==> src/rtl/window_min_max_pkg.sv <==
// Shared constants for the windowed min/max tracker: state encoding,
// sample width and the legal range of the WINDOW parameter.
package window_min_max_pkg;

    localparam int SAMPLE_W   = 4;
    localparam int WINDOW_MIN = 2;
    localparam int WINDOW_MAX = 16;

    localparam logic [0:0] ACCUM = 1'b0;
    localparam logic [0:0] HOLD  = 1'b1;

endpackage

==> src/rtl/window_min_max_minmax4.sv <==
// Combinational unsigned comparator returning the smaller and larger of
// two samples; equal inputs give lo = hi = a.
module minmax4
    import window_min_max_pkg::*;
(
    input  logic [SAMPLE_W-1:0] a,
    input  logic [SAMPLE_W-1:0] b,
    output logic [SAMPLE_W-1:0] lo,
    output logic [SAMPLE_W-1:0] hi
);

    always_comb begin
        lo = (b < a) ? b : a;
        hi = (b > a) ? b : a;
    end

endmodule

==> src/rtl/window_min_max.sv <==
// Streaming tracker: collects WINDOW samples, then presents the window's
// min, max and flat flag until the downstream handshake completes.
module window_min_max
    import window_min_max_pkg::*;
#(
    parameter int WINDOW = 8
) (
    input  logic                clk,
    input  logic                reset,
    input  logic [SAMPLE_W-1:0] in_data,
    input  logic                in_valid,
    output logic                in_ready,
    output logic [SAMPLE_W-1:0] out_min,
    output logic [SAMPLE_W-1:0] out_max,
    output logic                out_flat,
    output logic                out_valid,
    input  logic                out_ready
);

    localparam int              CNT_W = $clog2(WINDOW);
    localparam logic [CNT_W-1:0] LAST = CNT_W'(WINDOW - 1);

    logic [0:0]          state_q, state_d;
    logic [CNT_W-1:0]    cnt_q, cnt_d;
    logic [SAMPLE_W-1:0] run_min_q, run_min_d;
    logic [SAMPLE_W-1:0] run_max_q, run_max_d;
    logic [SAMPLE_W-1:0] out_min_q, out_min_d;
    logic [SAMPLE_W-1:0] out_max_q, out_max_d;
    logic                out_flat_q, out_flat_d;
    logic                out_valid_q, out_valid_d;

    logic [SAMPLE_W-1:0] cmp_min, cmp_max;
    logic [SAMPLE_W-1:0] unused_min_hi, unused_max_lo;
    logic [SAMPLE_W-1:0] upd_min, upd_max;
    logic                accept;

    // One compare path narrows the running min, the other widens the running max.
    minmax4 u_min_path (
        .a  (run_min_q),
        .b  (in_data),
        .lo (cmp_min),
        .hi (unused_min_hi)
    );

    minmax4 u_max_path (
        .a  (run_max_q),
        .b  (in_data),
        .lo (unused_max_lo),
        .hi (cmp_max)
    );

    assign in_ready = (state_q == ACCUM) && !reset;
    assign accept   = in_valid && in_ready;

    // The first sample of a window seeds both extremes directly.
    assign upd_min = (cnt_q == '0) ? in_data : cmp_min;
    assign upd_max = (cnt_q == '0) ? in_data : cmp_max;

    always_comb begin
        state_d     = state_q;
        cnt_d       = cnt_q;
        run_min_d   = run_min_q;
        run_max_d   = run_max_q;
        out_min_d   = out_min_q;
        out_max_d   = out_max_q;
        out_flat_d  = out_flat_q;
        out_valid_d = out_valid_q;

        case (state_q)
            ACCUM: begin
                if (accept) begin
                    run_min_d = upd_min;
                    run_max_d = upd_max;
                    if (cnt_q == LAST) begin
                        out_min_d   = upd_min;
                        out_max_d   = upd_max;
                        out_flat_d  = (upd_min == upd_max);
                        out_valid_d = 1'b1;
                        cnt_d       = '0;
                        state_d     = HOLD;
                    end else begin
                        cnt_d = cnt_q + 1'b1;
                    end
                end
            end
            default: begin
                if (out_valid_q && out_ready) begin
                    out_valid_d = 1'b0;
                    state_d     = ACCUM;
                end
            end
        endcase
    end

    always_ff @(posedge clk) begin
        if (reset) begin
            state_q     <= ACCUM;
            cnt_q       <= '0;
            run_min_q   <= '0;
            run_max_q   <= '0;
            out_min_q   <= '0;
            out_max_q   <= '0;
            out_flat_q  <= 1'b0;
            out_valid_q <= 1'b0;
        end else begin
            state_q     <= state_d;
            cnt_q       <= cnt_d;
            run_min_q   <= run_min_d;
            run_max_q   <= run_max_d;
            out_min_q   <= out_min_d;
            out_max_q   <= out_max_d;
            out_flat_q  <= out_flat_d;
            out_valid_q <= out_valid_d;
        end
    end

    assign out_min   = out_min_q;
    assign out_max   = out_max_q;
    assign out_flat  = out_flat_q;
    assign out_valid = out_valid_q;

endmodule
==> config.mk <==
export PLATFORM = sky130hd
export DESIGN_NAME = window_min_max
export DESIGN_NICKNAME = d
export VERILOG_FILES = /design/src/rtl/window_min_max_pkg.sv /design/src/rtl/window_min_max_minmax4.sv /design/src/rtl/window_min_max.sv
export SDC_FILE = /design/constraint.sdc
export NUM_CORES = 1
export LEC_CHECK = 0
export BUFFER_PORTS_ARGS = -buffer_cell sky130_fd_sc_hd__buf_2
export CAP_MARGIN = 15
export CORE_MARGIN = 4
export CORE_UTILIZATION = 25
export CTS_CLUSTER_DIAMETER = 120
export DETAILED_ROUTE_END_ITERATION = 6
export HOLD_SLACK_MARGIN = 0.06
export SYNTH_ARGS = -nofsm -noshare
export SYNTH_HDL_FRONTEND = slang
export SYNTH_SLANG_ARGS = --single-unit
==> constraint.sdc <==
create_clock -name clk -period 3.3 [get_ports clk]
set_clock_uncertainty 0.2 [all_clocks]
set_input_delay 0.33 -clock clk [delete_from_list [all_inputs] [get_ports clk]]
set_output_delay 0.33 -clock clk [all_outputs]
set_load 0.02 [all_outputs]
==> flow_metrics.py <==
metrics = {
    "floorplanning": {
        "core_um2": 5110,
        "die_area_um2": 6530,
        "initial_core_util_pct": 25.9,
        "die_y_um": 80.8,
        "die_x_um": 80.8,
        "rows": 26,
        "ioPinCount": 19,
    },
    "sta": {
        "hold_viol": 0,
        "tns_ns": 0,
        "finalSetupViolCount": 0,
        "worstMarginPinSlew_ns": 0.568,
        "slew_headroom_pct": 62.1,
        "worst_slack_ns": 0.650,
        "drv_slew": 0,
        "period_needed_ns": 2.65,
        "final.hold.worst_slack_ns": 0.136,
        "fmax_mhz": 377,
        "grt_setup_unrepaired": "no",
        "period_share_pct": 80.3,
    },
    "synth": {
        "yosysUniqueCellTypes": 40,
        "synthTopCellsByCount": "22 x dfxtp_1, 21 x nand2_1, 13 x nor2_1",
        "netlist_area_um2": 1330,
        "synth_ff_type": "dfxtp_1",
        "muxShareOfSynthArea_pct": 1.51,
        "synth_top_family_by_area": "compound AO/OA/AOI/OAI gates",
        "synth_edf_count": 0,
        "synth_simple_gate_area_share_pct": 23.6,
        "yosys-top-cells-area": "dfxtp_1 33%, ha_1 10%, nand2_1 5.9%, nor2_1 3.7%, o21ai_0 3.4%",
        "ys_seq_elements": 22,
        "seq_area_frac_synth_pct": 33.2,
        "yosysWarnings": 0,
        "synth_top_area_cell": "dfxtp_1",
        "syn_nets": 174,
        "async_flop_share_pct": 0,
        "syn_avg_cell_area_um2": 8.55,
        "synth_cells": 155,
        "synth_compound_area_share_pct": 25.6,
        "synth_xor_area_share_pct": 1.32,
        "synth-adder-area-share_pct": 10.4,
        "synth.top_cell.area_share_pct": 33.2,
        "yosysMostFrequentCell": "dfxtp_1",
    },
    "global_routing": {
        "grt_overflow": 0,
        "grt_usage_pct": 9.90,
        "antenna_found_initial": 0,
        "grt_max_degree": 22,
        "grt_pass1_wl_um": 5140,
        "grt_pass1_vias": 1047,
    },
    "worst_setup_path": {
        "reg2reg_depth": 8,
        "slowest_delay_ns": 0.54,
        "startpoint_type": "flip-flop",
        "crit_chain": "inv_1 > ha_1 > nor2b_1 > nor4_1 > nor3_2 > nor3_1 > or4b_4 > o41ai_2",
        "critPathKind": "reg -> reg",
        "critPathCaptureType": "flip-flop",
        "slowest_stage": "or4b_4",
        "cp.required_ns": 3.28,
        "cp_max_fo": 8,
        "crit_arrival_ns": 2.63,
    },
    "route": {
        "antenna_left": 0,
        "vias_per_cell": 4.75,
        "vias": 1144,
        "post_drt_wl_per_cell_um": 12.4,
        "post-route-drc-count": 0,
        "drtPass1Iterations": 4,
        "routed_wl_um": 3000,
        "dr.first_iter.drc_count": 66,
    },
    "layout": {
        "fillers": 549,
        "instances_no_fill": 241,
        "drive_above_1_share_pct": 17.5,
        "finalNetCount": 191,
        "areaGrowthSynthToFinish_pct": 17.0,
        "antenna_cells": 0,
    },
    "power_and_ir_drop": {
        "switching_power_mw": 0.221,
        "power_mw": 0.737,
        "ir_worst_vdd_mv": 0.158,
        "pwr_density_cell_nw_per_um2": 475,
        "p_clk_share_pct": 34.5,
        "p_int_mw": 0.516,
        "seq_power_share_pct": 39.3,
        "p_leak_nw": 0.647,
        "p_sw_share_pct": 30.0,
        "power_frac_comb_pct": 26.1,
    },
    "clock_network": {
        "hold_buffers": 0,
        "clk_path_buf_depth": 2,
        "cts_setup_buffers": 0,
        "h-tree-depth": 1,
        "ctsResizeCount": 0,
        "clk_latency_ns": 0.27,
        "cts_tree": "done",
        "cts-root-buf": "clkbuf_8",
        "cts.sinks": 22,
        "path_clk_slew_ns": 0.09,
        "cts_made_buffers": 3,
    },
    "placed_design": {
        "dp_slack_ns": 0.579,
        "routabilityCongestion": 0.848,
        "dp_cells": 237,
        "hpwlAfterDp_um": 2210,
        "io_buffers": 18,
    },
    "worst_hold_path": {
        "hp-class": "in -> reg",
        "holdPathStages": 4,
    },
    "outcome": {
        "outcome": "finished clean",
    },
    "run": {
        "max_cap_violations": 0,
    },
}
## metal layers
| metal | part of all wire (%) | vias to the layer above | GRT usage (%) |
|---|---|---|---|
| met2 | 44 | 19 | 15.4 |
| met4 | 1.1 | 0 | 2.53 |
| met1 | 52 | 514 | 14.2 |
| li1 | - | 605 | - |
| met5 | 0 | - | 0 |
| met3 | 2.9 | 6 | 1.66 |
## power groups by stage
stage          registers, mW  logic (mW)  clock network (mW)
2_1_floorplan          0.293       0.152                   0
6_report               0.290       0.193               0.255
3_5_place_dp           0.296       0.191                   0
3_3_place_gp           0.296       0.191                   0
5_1_grt                0.292       0.215               0.270
4_1_cts                0.289       0.193               0.261
## flip-flops by register name (all words and copies together) (netlist names)
signal     flops
out_min        4
run_min_q      4
out_max        4
cnt_q          3
out_valid      1
state_q        1
run_max_q      4
out_flat       1
## through the flow
stage,utilization (%),cell area (um^2)
detailed placement,29.0,1480
global placement,29.0,1480
global route,30.4,1550
CTS,30.4,1550
floorplan,-,1330
finish,30.4,1550
## logic make-up after synthesis
group / count (synthesis)
fa+ha+maj: 11
buf+inv: 15
compound gates: 42
flops: 22
mux: 2
simple gates: 61
xor+xnor: 2
## final cells by class
type / count / area [um^2] / share of cell area (%)
tap: 70 / 87.6 / 5.65
multi-input combinational: 118 / 827 / 53.3
timing repair buffer: 18 / 90.1 / 5.81
inverter: 9 / 33.8 / 2.18
sequential: 22 / 440 / 28.4
clock inverter: 1 / 30.0 / 1.94
clock buffer: 3 / 41.3 / 2.66
## cells in the final DEF, fill, tap and decap left out, types with 4 or more instances in the layout
| cell | count |
|---|---|
| o21ai_0 | 9 |
| buf_2 | 18 |
| nand3b_1 | 4 |
| nor3_1 | 7 |
| a21oi_1 | 4 |
| dfxtp_1 | 22 |
| nor2_1 | 13 |
| a211oi_1 | 6 |
| ha_1 | 11 |
| inv_1 | 9 |
| nand2_1 | 21 |
## critical path: cells and delay by family (launching register included)
kind            cells  cell delay (ns)
simple gates        5             1.62
compound gates      1             0.18
buf+inv             1             0.06
fa+ha+maj           1             0.17
flops               1             0.34
## final timing paths
path                            startpoint  endpoint  slack, ns
worst min-delay path             out_ready   state_q       0.14
worst max register to register    cnt_q[0]  out_flat       0.65
worst min register to register     state_q   state_q       0.28
worst max-delay path              cnt_q[0]  out_flat       0.65
(Power assumes the default switching activity.)
